<file path="src/rtl/sap_fetch_unit.sv">
// sap_fetch_unit: PC, MAR, IR and flag registers for the SAP datapath.
// Latency: register loads land on the rising clk edge; bus drive is combinational.
// Backpressure: none; every control state is captured on exactly one rising edge.
//
// Ports:
//   clk, rst          - clock, asynchronous active-low reset
//   ControlSignal     - 18-bit control word; bits 0..6 used here
//   bus_in            - shared bus value (OR of all drivers)
//   alu_zero/carry    - ALU status captured by FLAG_LOAD
//   opcode            - IR upper field to the control unit
//   flagReg           - {zero, carry}
//   mem_addr          - MAR contents to RAM
//   bus_out, bus_oe   - this block's bus drive
//   pc                - current program counter
//   bus_err           - sticky PC_OUT/IR_OUT contention flag
module sap_fetch_unit #(
  parameter int ADDR_W = 4,
  parameter int DATA_W = 8
) (
  input  logic                     clk,
  input  logic                     rst,
  input  logic [17:0]              ControlSignal,
  input  logic [DATA_W-1:0]        bus_in,
  input  logic                     alu_zero,
  input  logic                     alu_carry,
  output logic [DATA_W-ADDR_W-1:0] opcode,
  output logic [1:0]               flagReg,
  output logic [ADDR_W-1:0]        mem_addr,
  output logic [DATA_W-1:0]        bus_out,
  output logic                     bus_oe,
  output logic [ADDR_W-1:0]        pc,
  output logic                     bus_err
);

  localparam int PAD_W = DATA_W - ADDR_W;

  logic pc_inc, pc_out, pc_load, mar_load, ir_load, ir_out, flag_load;
  logic contention;

  assign pc_inc    = ControlSignal[0];
  assign pc_out    = ControlSignal[1];
  assign pc_load   = ControlSignal[2];
  assign mar_load  = ControlSignal[3];
  assign ir_load   = ControlSignal[4];
  assign ir_out    = ControlSignal[5];
  assign flag_load = ControlSignal[6];

  // Bits 7..17 belong to other datapath blocks.
  logic ctrl_unused;
  assign ctrl_unused = ^ControlSignal[17:7];

  logic [ADDR_W-1:0] pc_q;
  logic [ADDR_W-1:0] mar_q;
  logic [DATA_W-1:0] ir_q;
  logic [1:0]        flag_q;
  logic              bus_err_q;

  assign contention = pc_out & ir_out;

  // Two simultaneous drivers would corrupt the bus, so drive nothing and
  // let bus_err record the event instead.
  always_comb begin
    bus_out = '0;
    bus_oe  = 1'b0;
    if (pc_out && !ir_out) begin
      bus_out = {{PAD_W{1'b0}}, pc_q};
      bus_oe  = 1'b1;
    end else if (ir_out && !pc_out) begin
      bus_out = {{PAD_W{1'b0}}, ir_q[ADDR_W-1:0]};
      bus_oe  = 1'b1;
    end
  end

  // All loads sample pre-edge values, so fetch-1 (PC_OUT+MAR_LOAD+PC_INC)
  // puts the old PC in MAR while PC advances.
  always_ff @(posedge clk or negedge rst) begin
    if (!rst) begin
      pc_q      <= '0;
      mar_q     <= '0;
      ir_q      <= '0;
      flag_q    <= '0;
      bus_err_q <= 1'b0;
    end else begin
      if (pc_load)
        pc_q <= bus_in[ADDR_W-1:0];
      else if (pc_inc)
        pc_q <= pc_q + 1'b1;
      if (mar_load)
        mar_q <= bus_in[ADDR_W-1:0];
      if (ir_load)
        ir_q <= bus_in;
      if (flag_load)
        flag_q <= {alu_zero, alu_carry};
      if (contention)
        bus_err_q <= 1'b1;
    end
  end

  assign opcode   = ir_q[DATA_W-1:ADDR_W];
  assign flagReg  = flag_q;
  assign mem_addr = mar_q;
  assign pc       = pc_q;
  assign bus_err  = bus_err_q;

endmodule

</file>
<file path="config.mk">
export PLATFORM = sky130hd
export DESIGN_NAME = sap_fetch_unit
export DESIGN_NICKNAME = d
export VERILOG_FILES = /design/src/rtl/sap_fetch_unit.sv
export SDC_FILE = /design/constraint.sdc
export NUM_CORES = 1
export LEC_CHECK = 0
export CAP_MARGIN = 30
export CORE_UTILIZATION = 36
export DETAILED_ROUTE_END_ITERATION = 10
export PLACE_DENSITY = 0.78
export SKIP_CTS_REPAIR_TIMING = 1
export SLEW_MARGIN = 30
export SYNTH_ARGS = -nofsm -noshare
export SYNTH_HDL_FRONTEND = slang
export SYNTH_SLANG_ARGS = --single-unit
</file>
<file path="constraint.sdc">
create_clock -name clk -period 1.6 [get_ports clk]
set_clock_uncertainty 0.2 [all_clocks]
set_input_delay 0.24 -clock clk [delete_from_list [all_inputs] [get_ports clk]]
set_output_delay 0.24 -clock clk [all_outputs]
set_load 0.05 [all_outputs]
</file>
Word-level counts from Yosys, hierarchy flattened
Index checks and enable logic that the tools add are counted.
W data, S select, Z words.
Cells by class
  mux-type cells: 6
  add/subtract/negate cells: 1
  reductions and logical operators: 5
  bitwise gates (word level): 1
Operator list (count)
  $mux W4: 3
  $mux W8: 1
  $add A4 B1 Y4 const B: 1
  $logic_and A1 B1 Y1: 2
  $logic_not A1 Y1: 2
  $mux W1: 2
  $reduce_bool A2 Y1: 1
  $and A1 B1 Y1: 1
Storage, ports and cells
  output and inout bits: 24
  logic and storage cells: 18
  input bits: 30
  register bits after elaboration: 19

Logic depth before layout (Yosys ltp)
Gate-level depths: netlist (run 1).
  word-level depth: 4
  depth in mapped cells: 4
  gate-level depth less buffers: 4

Worst setup path after synthesis (run 1)
OpenSTA, ideal clock, no wires.
  kind: input -> output
  start point: input ControlSignal[5]
  end point: output bus_out[2]
  path buffers: 0
  data required time: 1.160 ns
  slack: -0.444 ns
  data arrival time: 1.604 ns
  stages on the path: 3
  cell sequence: inv_1 > ha_1 > o21ai_0
Between the ends
  cells in the longest elaborated chain, start to end: 3
  elaborated cells on any way between the ends: 5
  classes of those cells: mux: 2; reduce/logical: 3
Ends and longest elaborated chain
  start, declared: line 22  | input logic [17:0] ControlSignal,
  $logic_and A1 B1 Y1 or $logic_not A1 Y1 (tied branches): line 68, 65
  $mux W4 or $logic_and A1 B1 Y1 (tied branches): line 68, 65
  $mux W8 (*): line 65  | if (pc_out && !ir_out) begin
  end, declared: line 29  | output logic [DATA_W-1:0] bus_out,
Mark *: on every way between the ends. The rest lies on a longest branch, timed or not.

Final worst setup path (run 1)
  start point: register pc_q[0] (netlist: pc[0])
  end point: output bus_out[0]
Between the ends
  cells in the longest elaborated chain, start to end: 1
Ends and longest elaborated chain
  start, declared: line 52  | logic [ADDR_W-1:0] pc_q;
  start signal, assigned: line 85  | pc_q <= bus_in[ADDR_W-1:0];
  start signal, assigned: line 87  | pc_q <= pc_q + 1'b1;
  $mux W8: line 65
Every way passes these cells.

==> metrics.txt, run 1 <==
crit path cell chain a22o_4 > buf_12; Max IR drop VDD 757.8 µV; first-pass GRT wire length 3.084 mm; drt drc 0; global route total overflow 0; leak pwr 0.7355 nW; Clk Latency, worst-skew pair 0.29 ns; ys flop type dfrtp_1; maximum number of buffers from clock root to sink 2; Req. time, crit path 1.16 ns; ranking of synthesized cells by area dfrtp_1, mux2_2, buf_4; startpoint types flip-flop; PwrDens 900.6 mW/mm²; Synth Register Bits 19; initial core utilization 39.47%; Slowest cell on crit path dfrtp_2; clock sink count 19; Seq/Total Area, Yosys 52.92%; EDFF count, synth 0; largest net degree at the start of global routing 20; share of cells above drive strength 1 52.99%; total negative slack -0.0008495 ns; Data arrival, critical path 1.16 ns; die area 0.002699 mm²; post-synthesis cell area 898.4 µm²; count leader, synth dfrtp_1; post-synthesis cell type count 16; syn_area_per_cell 12.65 µm²; reg2reg start pc[1]$_DFFE_PN0P_; CTS tree done; FP Rows 17; average wire per standard cell 15.11 µm; DR vias 690; post-DP HPWL 1.681 mm; failing checks setup timing; CTS buffer count 3; endpoints failing hold 0; GPL Wtd Cong 0.8222; Final Instance Area 0.001638 mm²; die width 51.96 µm; DRT Pass-1 Iters 4; vias in the first global route 699; root buffer cell clkbuf_4; crit path capture type primary output; initial antenna violation count 0; final wirelength 2.191 mm; RSZ-0062 raised after global routing yes; crit path kind flip-flop to primary output; worst r2r dst pc[3]$_DFFE_PN0P_; Final WS setup -0.0008495 ns; Max-cap violations 0; Crit Path Max Fanout 4; Synth top cells by count dfrtp_1, mux2_2, buf_4; Core ar. 0.002276 mm²; ys async rst share 100.0%; cell taking the most area after synthesis dfrtp_1; Final Net Count 152; Max stage delay on crit path 0.45 ns; reg2reg path depth 4; Placement Cell Area 0.001518 mm²; dpl ws -0.4134 ns; post-layout min period 1.601 ns; Yosys top cell area share 52.92%; Die Height 51.96 µm; htree depth 1; Total Routing Usage GR 16.18%; total power draw 0.001475 W; post-synthesis cell count 71; synth warn 0; Iter 0 DRT Violations 4; I/O pins 54; Layout area overhead 82.31%; Final period util 100.1%; Setup violations, final 1; status finished with violations; routed vias/inst 4.759; Hold WC Path Type primary input to asynchronous set/reset pin; Fmax achieved 0.6247 GHz; fin util 71.96%; antenna viol nets, final 0; port bufs 38; reg-to-reg slack, setup 0.22 ns; Antenna Cells 0; clock slew at reported path FFs 0.11 ns; Slew Viols, Final 0
kinds of logic (layout without fill, tap and decap cells):
logic type | after synthesis | after routing | share of synthesized area [%]
mux | 16 | 16 | 19.92
compound gates | 7 | 7 | 5.154
buf+inv | 12 | 55 | 8.495
fa+ha+maj | 4 | 4 | 5.571
xor+xnor | 3 | 3 | 2.925
simple gates | 9 | 9 | 4.597
flops | 19 | 19 | 52.93
other cells | 1 | 4 | 0.4174
registers in the layout, summed over array words and instances, names as in the netlist:
| register | cells |
|---|---|
| ir_q | 8 |
| mem_addr | 4 |
| pc | 4 |
| flagReg | 2 |
| bus_err | 1 |
where the power goes:
part	leakage [nW]	internal, W	switching, W
combinational	0.502	0.000332	0.000317
clock	0.0177	0.0000929	0.000147
sequential	0.216	0.000531	0.0000545
total	0.736	0.000957	0.000518
worst max-delay path, delay by kind of cell (launching register included):
| kind | cells | cell delay [ns] |
|---|---|---|
| flops | 1 | 0.45 |
| compound gates | 1 | 0.27 |
| buf+inv | 1 | 0.15 |
placed cells by master, fill, tap and decap left out, drive strengths merged:
master | synthesis | layout
conb | 1 | 4
ha | 4 | 4
xnor2 | 2 | 2
clkinv | 0 | 1
mux2i | 1 | 1
o21ai | 4 | 4
nand2 | 6 | 6
dlymetal6s2s | 0 | 1
nor2b | 1 | 1
clkbuf | 0 | 4
or2 | 1 | 1
xor2 | 1 | 1
clkdlybuf4s50 | 0 | 16
mux2 | 15 | 15
inv | 3 | 3
dfrtp | 19 | 19
nand4 | 1 | 1
buf | 9 | 30
a22o | 3 | 3
metrics by stage:
step,hold WS (ns),instances
3_3_place_gp,0.3062,136
4_1_cts,0.07691,140
3_5_place_dp,0.3129,136
5_1_grt,0.09363,145
2_1_floorplan,-0.2556,74
6_report,0.06986,145
layer usage:
metal / global-route usage, % / part of all wire, % / vias to the layer above
met4: 8.559 / 1.2 / 0
li1: - / - / 323
met2: 30.56 / 56 / 30
met3: 3.216 / 4.3 / 4
met5: 0 / 0 / -
met1: 16.33 / 38 / 333
final cells by class:
cell class,count,area [µm²]
timing repair buffer,48,665.6
sequential,19,480.5
multi-input combinational,43,417.9
tap,28,35.03
fill,162,638.1
clock buffer,3,22.52
clock inverter,1,5.005
inverter,3,11.26
worst max path at each step:
stage	startpoint	slack (ns)	endpoint	cells past startpoint
floorplan	pc[0]$_DFFE_PN0P_	0.02	pc[3]$_DFFE_PN0P_	3
global placement	ControlSignal[1]	-0.38	bus_out[3]	6
detailed placement	ControlSignal[1]	-0.41	bus_out[0]	6
CTS	ControlSignal[1]	-0.41	bus_out[0]	6
global route	ControlSignal[5]	-0.05	bus_out[2]	7
finish	pc[0]$_DFFE_PN0P_	-0.0008	bus_out[0]	2
No activity file was read; power rests on OpenSTA's default activity.
==> run 2, diff against run 1 <==
Settings changed: REMOVE_ABC_BUFFERS set to 1.
==> metrics.txt, run 2 (same netlist as run 1, synthesis figures left out) <==
status complete, no violations; post-layout min period 1.597 ns (-0.003720 ns); reg-to-reg slack, setup 0.19 ns (-0.03 ns); antenna viol nets, final 0 (unchanged); die area 0.002699 mm² (unchanged); crit path to bus_out[1]; worst r2r dst pc[2]$_DFFE_PN0P_; max reg flops 8 (unchanged); CTS buffer count 3 (unchanged); routed vias/inst 4.701 (-1.2%); Die Height 51.96 µm (unchanged); root buffer cell clkbuf_4; GPL Wtd Cong 0.7368 (-10%); htree depth 1 (unchanged); Final Net Count 154 (+1.3%); clock slew at reported path FFs 0.10 ns (about the same); Total Routing Usage GR 16.17% (about the same); Max-cap violations 0 (unchanged); Most Used Layer, Global Route met2; Clk Latency, worst-skew pair 0.29 ns (about the same); Req. time, crit path 1.16 ns (about the same); Biggest register ir_q; port bufs 38 (unchanged); average wire per standard cell 12.92 µm (-15%); drt drc 0 (unchanged); leak pwr 0.7136 nW (-3.0%); fillers 175 (+8.0%); crit path from pc[1]$_DFFE_PN0P_; maximum number of buffers from clock root to sink 2 (unchanged); crit path capture type primary output; met3 GRT Util 6.140% (+2.9 points); first-pass GRT wire length 3.036 mm (-1.6%); share of cells above drive strength 1 51.26% (-1.7 points); global route total overflow 0 (unchanged); RSZ-0062 raised after global routing yes; I/O pins 54 (unchanged); Layout area overhead 77.85%; FP Rows 17 (unchanged); dpl ws -0.4588 ns (-0.04535 ns); Core ar. 0.002276 mm² (unchanged); Antenna Cells 0 (unchanged); PwrDens 912.3 mW/mm² (+1.3%); startpoint types flip-flop; Hold WC Path Type primary input to asynchronous set/reset pin; endpoints failing hold 0 (unchanged); Final period util 99.82% (-0.23 points); Final WS setup 0.002871 ns (+0.003720 ns); Data arrival, critical path 1.16 ns (about the same); crit path kind flip-flop to primary output; final wirelength 1.899 mm (-13%); most common cell after layout, fill and taps aside buf_12; Setup violations, final 0 (-1); Fmax achieved 0.6261 GHz (+0.23%); Max IR drop VDD 681.7 µV (-10%); initial core utilization 39.47% (unchanged); GR met2 Demand/Resource 27.99% (-2.6 points); reg2reg path depth 5 (+1); post-DP HPWL 1.469 mm (-13%); die width 51.96 µm (unchanged); Iter 0 DRT Violations 1 (-3); clock sink count 19 (unchanged); Slew Viols, Final 0 (unchanged); largest net degree at the start of global routing 20 (unchanged); CTS tree done; initial antenna violation count 0 (unchanged); vias in the first global route 700 (+0.14%); reg2reg start pc[0]$_DFFE_PN0P_; Crit Path Max Fanout 3 (-1); most frequent cells in the layout buf_12, clkdlybuf4s50_1, mux2_2, dfrtp_1, buf_4; fin util 70.20% (-1.8 points); DRT Pass-1 Iters 2 (-2); M1 GR Usage 16.30% (-0.030 points); DR vias 691 (+0.14%)
[run 2: power by group]
group	switching, W	total, W	internal, W
clock network	0.000141	0.000238	0.0000971
registers	0.0000475	0.000579	0.000531
logic	0.000310	0.000641	0.000330
total	0.000499	0.00146	0.000959
[run 2: final cells by class]
type                            instances  area (µm²)  share of cell area [%]
Clock buffer                            4       26.28                   1.644
Inverter                                3       11.26                  0.7048
Multi-Input combinational cell         43       369.1                   23.10
Sequential cell                        19       480.5                   30.07
Tap cell                               28       35.03                   2.193
Timing Repair Buffer                   50       675.6                   42.29
[run 2: worst max-delay path: stages (launching register included)]
cell and delay (ns):
dfrtp_2 0.44, a22o_1 0.27, buf_12 0.16
[run 2: per-stage QoR]
stage	instance area, µm²	power [W]	hold slack, ns	setup TNS (ns)	std cells
after detailed placement	1510	0.001191	0.3103	-1.838	136
final	1598	0.001458	0.06216	0	147
after global routing	1598	0.001525	0.07608	-0.04409	147
after floorplan	844.6	0.0008496	-0.2556	-0.5126	65
after global placement	1510	0.001178	0.2967	-1.675	136
after CTS	1536	0.001443	0.04811	-1.841	140
[run 2: worst min path at each step]
| stage | start | end | slack [ns] | cells past startpoint |
|---|---|---|---|---|
| final | rst | mem_addr[0]$_DFFE_PN0P_ | 0.06 | 2 |
| after global routing | rst | ir_q[0]$_DFFE_PN0P_ | 0.08 | 2 |
| after CTS | rst | ir_q[6]$_DFFE_PN0P_ | 0.05 | 2 |
| after detailed placement | ir_q[0]$_DFFE_PN0P_ | ir_q[0]$_DFFE_PN0P_ | 0.31 | 1 |
| after global placement | ir_q[2]$_DFFE_PN0P_ | ir_q[2]$_DFFE_PN0P_ | 0.30 | 1 |
| after floorplan | rst | bus_err$_DFFE_PN0P_ | -0.26 | 0 |
[run 2: per-layer routing]
metal,share of wire (%),vias up
met3,8.9,0
met4,0,0
met2,54,32
met1,37,332
met5,0,-
li1,-,327
==> run 3, diff against run 2 <==
Settings changed: ABC_CLOCK_PERIOD_IN_PS set to 1600, CORE_MARGIN set to 5.
==> metrics.txt, run 3 (same netlist as run 1, synthesis figures left out) <==
reg2reg start pc[0]$_DFFE_PN0P_; WP buf/inv 1 (unchanged); share of cells above drive strength 1 46.09% (-5.2 points); global route total overflow 0 (unchanged); Biggest register ir_q; most common cell after layout, fill and taps aside buf_12; crit path kind flip-flop to primary output; final wirelength 2.057 mm (+8.3%); Clk Latency, worst-skew pair 0.28 ns (about the same); Data arrival, critical path 1.16 ns (about the same); Slowest cell on crit path dfrtp_2; most frequent cells in the layout buf_12, dfrtp_1, clkdlybuf4s50_1, mux2_2, buf_4; crit path capture type primary output; root buffer cell clkbuf_4; worst r2r dst pc[1]$_DFFE_PN0P_; CTS tree done; dpl ws -0.4450 ns (+0.01378 ns); Flop pwr share 40.4% (+0.7 points); reg2reg path depth 4 (-1); Final Instance Area 0.001583 mm² (-0.94%); Crit Path Max Fanout 5 (+2); Placement Cell Area 0.001513 mm² (+0.17%); status complete, no violations; Max IR drop VDD 596.0 µV (-13%); area occupied by multi-input gates 377.9 µm² (+2.4%); DR vias 680 (-1.6%); RSZ-0062 raised after global routing yes; CTS buffer count 3 (unchanged); reg-to-reg slack, setup 0.19 ns (about the same); routed vias/inst 4.690 (-0.23%); endpoints failing hold 0 (unchanged); initial antenna violation count 0 (unchanged); port bufs 38 (unchanged); post-layout min period 1.595 ns (-0.002003 ns); max reg flops 8 (unchanged); total negative slack 0 ns (unchanged); Total Routing Usage GR 11.29% (-4.9 points); Clk pwr share 16.2% (about the same); crit path cell chain a22o_1 > buf_12; Final WS setup 0.004874 ns (+0.002003 ns); PwrDens 907.9 mW/mm² (-0.48%); Fmax achieved 0.6269 GHz (+0.13%); clock slew at reported path FFs 0.11 ns (about the same); Iter 0 DRT Violations 8 (+7); die area 0.003595 mm² (+33%); average wire per standard cell 14.19 µm (+9.8%); Die Height 59.96 µm (+15%); post-DP HPWL 1.707 mm (+16%); Req. time, crit path 1.16 ns (about the same); I/O pins 54 (unchanged); Crit path max-delay family flip-flops; startpoint types flip-flop; DRT Pass-1 Iters 2 (unchanged); maximum number of buffers from clock root to sink 2 (unchanged); Sw Share 34.42% (+0.19 points); Antenna Cells 0 (unchanged); initial core utilization 36.93% (-2.5 points); combinational fraction of design power 43.3% (-0.7 points); fillers 186 (+6.3%); leak pwr 0.7071 nW (-0.92%); largest net degree at the start of global routing 20 (unchanged); antenna viol nets, final 0 (unchanged); drt drc 0 (unchanged); htree depth 1 (unchanged); Setup violations, final 0 (unchanged); die width 59.96 µm (+15%); Core ar. 0.002432 mm² (+6.9%); Final Net Count 150 (-2.6%); FP Rows 18 (+1); Slew Viols, Final 0 (unchanged); vias in the first global route 733 (+4.7%); first-pass GRT wire length 3.049 mm (+0.43%); Max stage delay on crit path 0.47 ns (+0.03 ns); Int Pwr 0.0009424 W (-1.7%); fin util 65.07% (-5.1 points); Switch Pwr 0.0004945 W (-0.87%); Max-cap violations 0 (unchanged); Final period util 99.70% (-0.13 points); register area 479.2 µm² (-0.26%); clock sink count 19 (unchanged); GPL Wtd Cong 0.8031 (+9.0%); Hold WC Path Type primary input to asynchronous set/reset pin; Layout area overhead 76.18%
-- run 3: metal layers --
| metal | routed length, µm | up-vias | global-route usage, % |
|---|---|---|---|
| li1 | - | 320 | - |
| met1 | 785 | 325 | 12.40 |
| met2 | 1087 | 33 | 21.60 |
| met3 | 165 | 2 | 2.376 |
| met4 | 19 | 0 | 2.848 |
| met5 | 0 | - | 0 |
-- run 3: per-stage QoR --
stage	hold WS, ns	cells	total power, W
6_report	0.07443	145	0.001437
5_1_grt	0.1121	145	0.001504
4_1_cts	0.08140	142	0.001427
3_5_place_dp	0.3108	138	0.001195
3_3_place_gp	0.2977	138	0.001180
2_1_floorplan	-0.2556	65	0.0008496
-- run 3: power by group through the flow --
| stage | Sequential (W) | Clock [W] | Combinational [W] |
|---|---|---|---|
| floorplan | 0.000706 | 0 | 0.000143 |
| finish | 0.000581 | 0.000233 | 0.000623 |
| detailed placement | 0.000597 | 0 | 0.000598 |
| global route | 0.000587 | 0.000271 | 0.000647 |
| CTS | 0.000588 | 0.000240 | 0.000599 |
| global placement | 0.000593 | 0 | 0.000587 |
-- run 3: area by class of cell --
type | instances | area share (%)
sequential | 19 | 30.28
clock buffer | 4 | 1.660
timing repair buffer | 46 | 41.11
tap | 30 | 2.372
inverter | 3 | 0.7115
multi-input combinational | 43 | 23.87
-- run 3: how the worst max path moves through the flow --
stage	startpoint	end	slack, ns	cells past startpoint
3_3_place_gp	ControlSignal[5]	bus_out[0]	-0.41	6
2_1_floorplan	ControlSignal[5]	bus_out[2]	-0.44	3
5_1_grt	pc[3]$_DFFE_PN0P_	bus_out[3]	-0.03	2
4_1_cts	ControlSignal[5]	bus_out[1]	-0.45	6
6_report	pc[1]$_DFFE_PN0P_	bus_out[1]	0.005	2
3_5_place_dp	ControlSignal[5]	bus_out[1]	-0.45	6
